$ cat src/rtl/simd_pe_burst.sv
// SIMD processing element: accepts an LD/LD/INFO/STORE setup sequence, then streams
// operand beats from shared memory, applies a lane-wise op and writes each result beat back.
module simd_pe_burst #(
  parameter  int LANES  = 4,
  parameter  int ELEM_W = 16,
  parameter  int ADDR_W = 16,
  parameter  int CNT_W  = 16,
  parameter  int PL_W   = 32,
  localparam int BUS_W  = LANES * ELEM_W,
  localparam int SZ_W   = $clog2(LANES + 1)
) (
  input  logic              i_clk,
  input  logic              i_rstn,
  input  logic              i_en,
  input  logic              i_abort,
  input  logic              i_valid,
  input  logic [1:0]        i_opcode,
  input  logic [PL_W-1:0]   i_payload,
  output logic              o_ack,
  output logic              o_req_rd,
  input  logic              i_grant_rd,
  output logic [ADDR_W-1:0] o_rd_addr,
  input  logic [BUS_W-1:0]  i_rd_data,
  output logic              o_req_wr,
  input  logic              i_grant_wr,
  output logic [ADDR_W-1:0] o_wr_addr,
  output logic [BUS_W-1:0]  o_wr_data,
  output logic [SZ_W-1:0]   o_wr_size,
  output logic              o_busy,
  output logic              o_finish
);

  localparam logic [1:0]        OPC_LD     = 2'd0;
  localparam logic [1:0]        OPC_INFO   = 2'd1;
  localparam logic [1:0]        OPC_STORE  = 2'd2;
  localparam logic [CNT_W-1:0]  LANES_CNT  = CNT_W'(LANES);
  localparam logic [ADDR_W-1:0] LANES_ADDR = ADDR_W'(LANES);

  typedef enum logic [3:0] {
    S_IDLE, S_LD0, S_LD1, S_INFO, S_STORE, S_RD0, S_RD1, S_EXEC, S_WR, S_DONE
  } state_t;

  state_t            state, state_nxt;
  logic [ADDR_W-1:0] addr_a, addr_b, addr_w;
  logic [CNT_W-1:0]  rem;
  logic [1:0]        op;
  logic              ack;
  logic              accept;
  logic              wr_done;
  logic              last_beat;
  logic [SZ_W-1:0]   size_c;
  logic [BUS_W-1:0]  opa_p0, opb_p0;
  logic [BUS_W-1:0]  res_c;
  logic [BUS_W-1:0]  wr_data_p1;
  logic              unused_payload;

  // Arithmetic is modulo 2^ELEM_W, so only the low half of the product is kept.
  function automatic logic [ELEM_W-1:0] lane_op(input logic signed [ELEM_W-1:0] a,
                                                input logic signed [ELEM_W-1:0] b,
                                                input logic [1:0]               sel);
    logic signed [2*ELEM_W-1:0] prod;
    prod = a * b;
    case (sel)
      2'd0:    lane_op = a + b;
      2'd1:    lane_op = a - b;
      2'd2:    lane_op = prod[ELEM_W-1:0];
      default: lane_op = a;
    endcase
  endfunction

  assign size_c    = (rem >= LANES_CNT) ? SZ_W'(LANES) : SZ_W'(rem);
  assign last_beat = (rem <= LANES_CNT);
  assign wr_done   = (state == S_WR) && i_grant_wr && !i_abort;

  always_comb begin
    state_nxt = state;
    accept    = 1'b0;
    if (state != S_IDLE && i_abort) begin
      state_nxt = S_IDLE;
    end else begin
      case (state)
        S_IDLE:  if (i_en) state_nxt = S_LD0;
        S_LD0:   if (i_valid && i_opcode == OPC_LD) begin
                   accept    = 1'b1;
                   state_nxt = S_LD1;
                 end
        S_LD1:   if (i_valid && i_opcode == OPC_LD) begin
                   accept    = 1'b1;
                   state_nxt = S_INFO;
                 end
        S_INFO:  if (i_valid && i_opcode == OPC_INFO) begin
                   accept    = 1'b1;
                   state_nxt = S_STORE;
                 end
        // rem already holds the count latched in INFO.
        S_STORE: if (i_valid && i_opcode == OPC_STORE) begin
                   accept    = 1'b1;
                   state_nxt = (rem == '0) ? S_DONE : S_RD0;
                 end
        S_RD0:   if (i_grant_rd) state_nxt = S_RD1;
        S_RD1:   if (i_grant_rd) state_nxt = S_EXEC;
        S_EXEC:  state_nxt = S_WR;
        S_WR:    if (i_grant_wr) state_nxt = last_beat ? S_DONE : S_RD0;
        S_DONE:  if (i_valid) state_nxt = S_IDLE;
        default: state_nxt = S_IDLE;
      endcase
    end
  end

  always_ff @(posedge i_clk) begin
    if (!i_rstn) begin
      state      <= S_IDLE;
      ack        <= 1'b0;
      addr_a     <= '0;
      addr_b     <= '0;
      addr_w     <= '0;
      rem        <= '0;
      op         <= '0;
      wr_data_p1 <= '0;
    end else begin
      state <= state_nxt;
      ack   <= accept;
      if (accept) begin
        case (state)
          S_LD0:   addr_a <= i_payload[ADDR_W-1:0];
          S_LD1:   addr_b <= i_payload[ADDR_W-1:0];
          S_INFO:  begin
                     rem <= i_payload[CNT_W+1:2];
                     op  <= i_payload[1:0];
                   end
          S_STORE: addr_w <= i_payload[ADDR_W-1:0];
          default: ;
        endcase
      end
      if (state == S_EXEC) wr_data_p1 <= res_c;
      if (wr_done) begin
        addr_a <= addr_a + LANES_ADDR;
        addr_b <= addr_b + LANES_ADDR;
        addr_w <= addr_w + LANES_ADDR;
        if (!last_beat) rem <= rem - LANES_CNT;
      end
    end
  end

  // ---- stage p0: operand capture on read grant
  always_ff @(posedge i_clk) begin
    if (state == S_RD0 && i_grant_rd) opa_p0 <= i_rd_data;
    if (state == S_RD1 && i_grant_rd) opb_p0 <= i_rd_data;
  end

  // ---- stage p1: lane ops with partial-beat masking, registered in EXEC
  always_comb begin
    res_c = '0;
    for (int l = 0; l < LANES; l++) begin
      if (l < int'(size_c))
        res_c[l*ELEM_W +: ELEM_W] = lane_op(opa_p0[l*ELEM_W +: ELEM_W],
                                            opb_p0[l*ELEM_W +: ELEM_W], op);
    end
  end

  assign unused_payload = ^i_payload;

  assign o_ack     = ack;
  assign o_req_rd  = (state == S_RD0) || (state == S_RD1);
  assign o_rd_addr = (state == S_RD0) ? addr_a : (state == S_RD1) ? addr_b : '0;
  assign o_req_wr  = (state == S_WR);
  assign o_wr_addr = (state == S_WR) ? addr_w : '0;
  assign o_wr_data = wr_data_p1;
  assign o_wr_size = (state == S_WR) ? size_c : '0;
  assign o_busy    = (state != S_IDLE);
  assign o_finish  = (state == S_DONE);

endmodule

$ cat config.mk
export PLATFORM = sky130hd
export DESIGN_NAME = simd_pe_burst
export DESIGN_NICKNAME = d
export VERILOG_FILES = /design/src/rtl/simd_pe_burst.sv
export SDC_FILE = /design/constraint.sdc
export NUM_CORES = 2
export LEC_CHECK = 0
export BUFFER_PORTS_ARGS = -buffer_cell sky130_fd_sc_hd__buf_2
export CELL_PAD_IN_SITES_DETAIL_PLACEMENT = 0
export CELL_PAD_IN_SITES_GLOBAL_PLACEMENT = 1
export CORE_ASPECT_RATIO = 1.4
export CORE_UTILIZATION = 49
export DETAILED_ROUTE_END_ITERATION = 8
export PLACE_DENSITY = 0.9
export SYNTH_ARGS = -nofsm -noshare
export SYNTH_HDL_FRONTEND = slang
export SYNTH_SLANG_ARGS = --single-unit
$ cat constraint.sdc
create_clock -name i_clk -period 8.7 [get_ports i_clk]
set_clock_uncertainty 0.2 [all_clocks]
set_input_delay 0 -clock i_clk [delete_from_list [all_inputs] [get_ports i_clk]]
set_output_delay 0 -clock i_clk [all_outputs]
set_load 0.005 [all_outputs]
==> out/results.tsv <==
stage	metric	value	unit
placed_design	hpwl	66000	µm
die	die_area	66100	µm²
clock_network	clk_pin_slew	0.07	ns
routing	wl_met2	46100	µm
worst_setup_path	startpoint_type	register	
clock_network	cts_sinks	263	
routing	vias_per_cell	5.61	
synthesis	postSynthRegisterBits	263	
clock_network	clk_latency	0.59	ns
synthesis	synth_edf_count	128	
power	ir_drop	0.173	mV
worst_hold_path	min_path_type	in -> reg	
die	io_pins	209	
final_layout	final_cell_mix	inv_1 (549), nand2_1 (487), fa_1 (320)	
timing	finalHoldViolations	0	
global_routing	grt_antenna_before_repair	1	
final_layout	drive_gt1_frac	0.0727	
synthesis	synth_seq_area_share	0.205	
timing	rsz0062_at_grt	false	
final_layout	final_common_cell	inv_1	
routing	wl_met3	5050	µm
routing	drt_iter0_drc	1757	
global_routing	grt_max_degree	70	
timing	fmax	148	MHz
placed_design	dpl.cell_count	4578	
global_routing	grt_pass1_wl	144000	µm
synthesis	yosysWarningCount	0	
timing	finalSetupViolCount	0	
die	die_y	304	µm
die	rows	110	
synthesis	syn_area_per_cell	8.61	µm²
worst_setup_path	cp.required	8.96	ns
global_routing	gr-usage-all-layers	0.277	
run	drv_cap	0	
global_routing	grt_pass1_vias	27800	
clock_network	clockRootBuffer	clkbuf_16	
final_layout	syn_to_final_growth	12.6	%
clock_network	cts_tree	done	
synthesis	async_flop_share	0	
routing	drtAntennaViolNets	0	
final_layout	register_area	6550	µm²
routing	drc	0	
routing	dr.pass1.iters	5	
synthesis	synth_ff_type	dfxtp_1	
final_layout	fill_cells	5820	
timing	worst_pin_slew	1.10	ns
synthesis	syn_inst	3704	
die	dieWidth	218	µm
timing	slew_headroom	0.269	
die	initial_core_util	0.496	
routing	wl_met1	34200	µm
routing	top_layer	met4	
power	p_leak	0.0163	µW
die	core-area	64300	µm²
clock_network	clock_path_buffers	3	
placed_design	io_buffer_count	194	
worst_setup_path	crit_type	reg -> reg	
run_status	status	complete, no violations	
timing	fin_tns_setup	0	ns
timing	slew_viol_final	0	
timing	finalCritPeriodShare	0.779	
clock_network	cts_max_level	1	
placed_design	gp_congestion	0.914	
final_layout	fin_cells	4788	
synthesis	synth.net_count	4446	
worst_setup_path	crit_arrival	7.04	ns
routing	drt-total-wl	90400	µm
routing	dr_total_vias	26900	
clock_network	numCtsBuffers	29	
final_layout	multi_input_area	22600	µm²
synthesis	synth_cell_type_count	80	
timing	layout_min_cycle_time	6.78	ns
clock_network	cts_setup_buffers	0	
worst_setup_path	worstSetupEndpointType	register	
final_layout	final_nets	4667	
synthesis	syn-cell-area	31900	µm²
worst_setup_path	cp_max_fo	17	
global_routing	grt_overflow	0	
power	p_per_area	88.6	nW/µm²
routing	routedWlPerCell	18.9	µm
synthesized netlist by cell type (24+ instances only):
| library cell | count | area [µm²] |
|---|---|---|
| mux2i_1 | 24 | 240 |
| o21ai_0 | 94 | 470 |
| dfxtp_1 | 135 | 2700 |
| fa_1 | 320 | 6410 |
| nand2_1 | 487 | 1830 |
| a211oi_1 | 35 | 263 |
| a31oi_1 | 24 | 150 |
| o211ai_1 | 39 | 293 |
| xor2_1 | 75 | 657 |
| clkbuf_1 | 154 | 578 |
| xnor2_1 | 186 | 1630 |
| edfxtp_1 | 128 | 3840 |
| and3_1 | 28 | 175 |
| nor3_1 | 64 | 320 |
| ha_1 | 317 | 3970 |
| inv_1 | 549 | 2060 |
| and2_1 | 279 | 1750 |
| a21oi_1 | 150 | 751 |
| nand3_1 | 65 | 325 |
| nor2_1 | 193 | 724 |
worst max-delay path: stages, from the launching register on:
cell and delay [ns]:
edfxtp_1 0.82, nand2_1 0.17, fa_1 0.56, fa_1 0.59, fa_1 0.46, fa_1 0.55, inv_1 0.05, fa_1 0.48
inv_1 0.06, fa_1 0.48, inv_1 0.04, ha_1 0.34, a21o_1 0.19, a21o_1 0.20, or3_1 0.31, a211oi_1 0.30
o31ai_1 0.16, xnor2_1 0.19, a22o_1 0.22, a221o_1 0.31
sequential cells by signal, indices dropped and copies added (netlist names):
| register | cells |
|---|---|
| addr_b | 16 |
| addr_w | 16 |
| addr_a | 16 |
| op | 2 |
| state | 4 |
| opb_p0 | 64 |
| opa_p0 | 64 |
| o_ack | 1 |
| o_wr_data | 64 |
| rem | 16 |
what timing repair did:
item | in CTS | in global routing
hold buffers | 156 | 0
resized for setup | 0 | 0
hold endpoints to repair | 213 | 0
layer usage:
metal	up-vias	track usage
met5	-	0
met2	910	0.508
li1	12500	-
met1	13200	0.313
met4	0	0.143
met3	278	0.0287
cell families after synthesis:
group,synth area share
AO/OA/AOI/OAI,0.110
XOR/XNOR,0.0745
adder cells (fa/ha/maj),0.325
buffers and inverters,0.0863
flip-flops,0.205
multiplexers,0.00930
AND/OR/NAND/NOR,0.189
path summary, 6_finish.rpt:
kind            startpoint       endpoint  slack [ns]  cells past startpoint
max              opb_p0[1]  o_wr_data[15]        1.92                     19
min                i_valid       state[0]        0.03                      6
max reg2reg      opb_p0[1]  o_wr_data[15]        1.92                     19
min reg2reg  o_wr_data[49]  o_wr_data[49]        0.25                      2
cell type report:
class	count	area share
multi-input combinational	2713	0.630
sequential	263	0.183
timing repair buffer	366	0.0739
inverter	552	0.0578
tap	840	0.0293
clock buffer	31	0.0207
clock inverter	22	0.00540
antenna	1	0.0000697
metrics by stage:
step                cell area (µm²)  hold slack (ns)  utilization  setup slack (ns)  total power (µW)
finish                        35900           0.0295        0.558              1.92              3180
global route                  35900           0.0354        0.558              1.63              3320
CTS                           35900           0.0114        0.558              1.93              3200
detailed placement            33400         -0.00934        0.519              1.96              1890
global placement              33400          -0.0125        0.519              2.03              1880
floorplan                     31900           -0.101            -              2.47              1740
power by group:
group          internal (µW)  leakage, µW  switching, µW  total, µW
clock network            683     0.000443            573       1260
logic                    273       0.0136            310        584
registers               1310      0.00224           35.3       1340
Power figures use the tool's default switching activity.
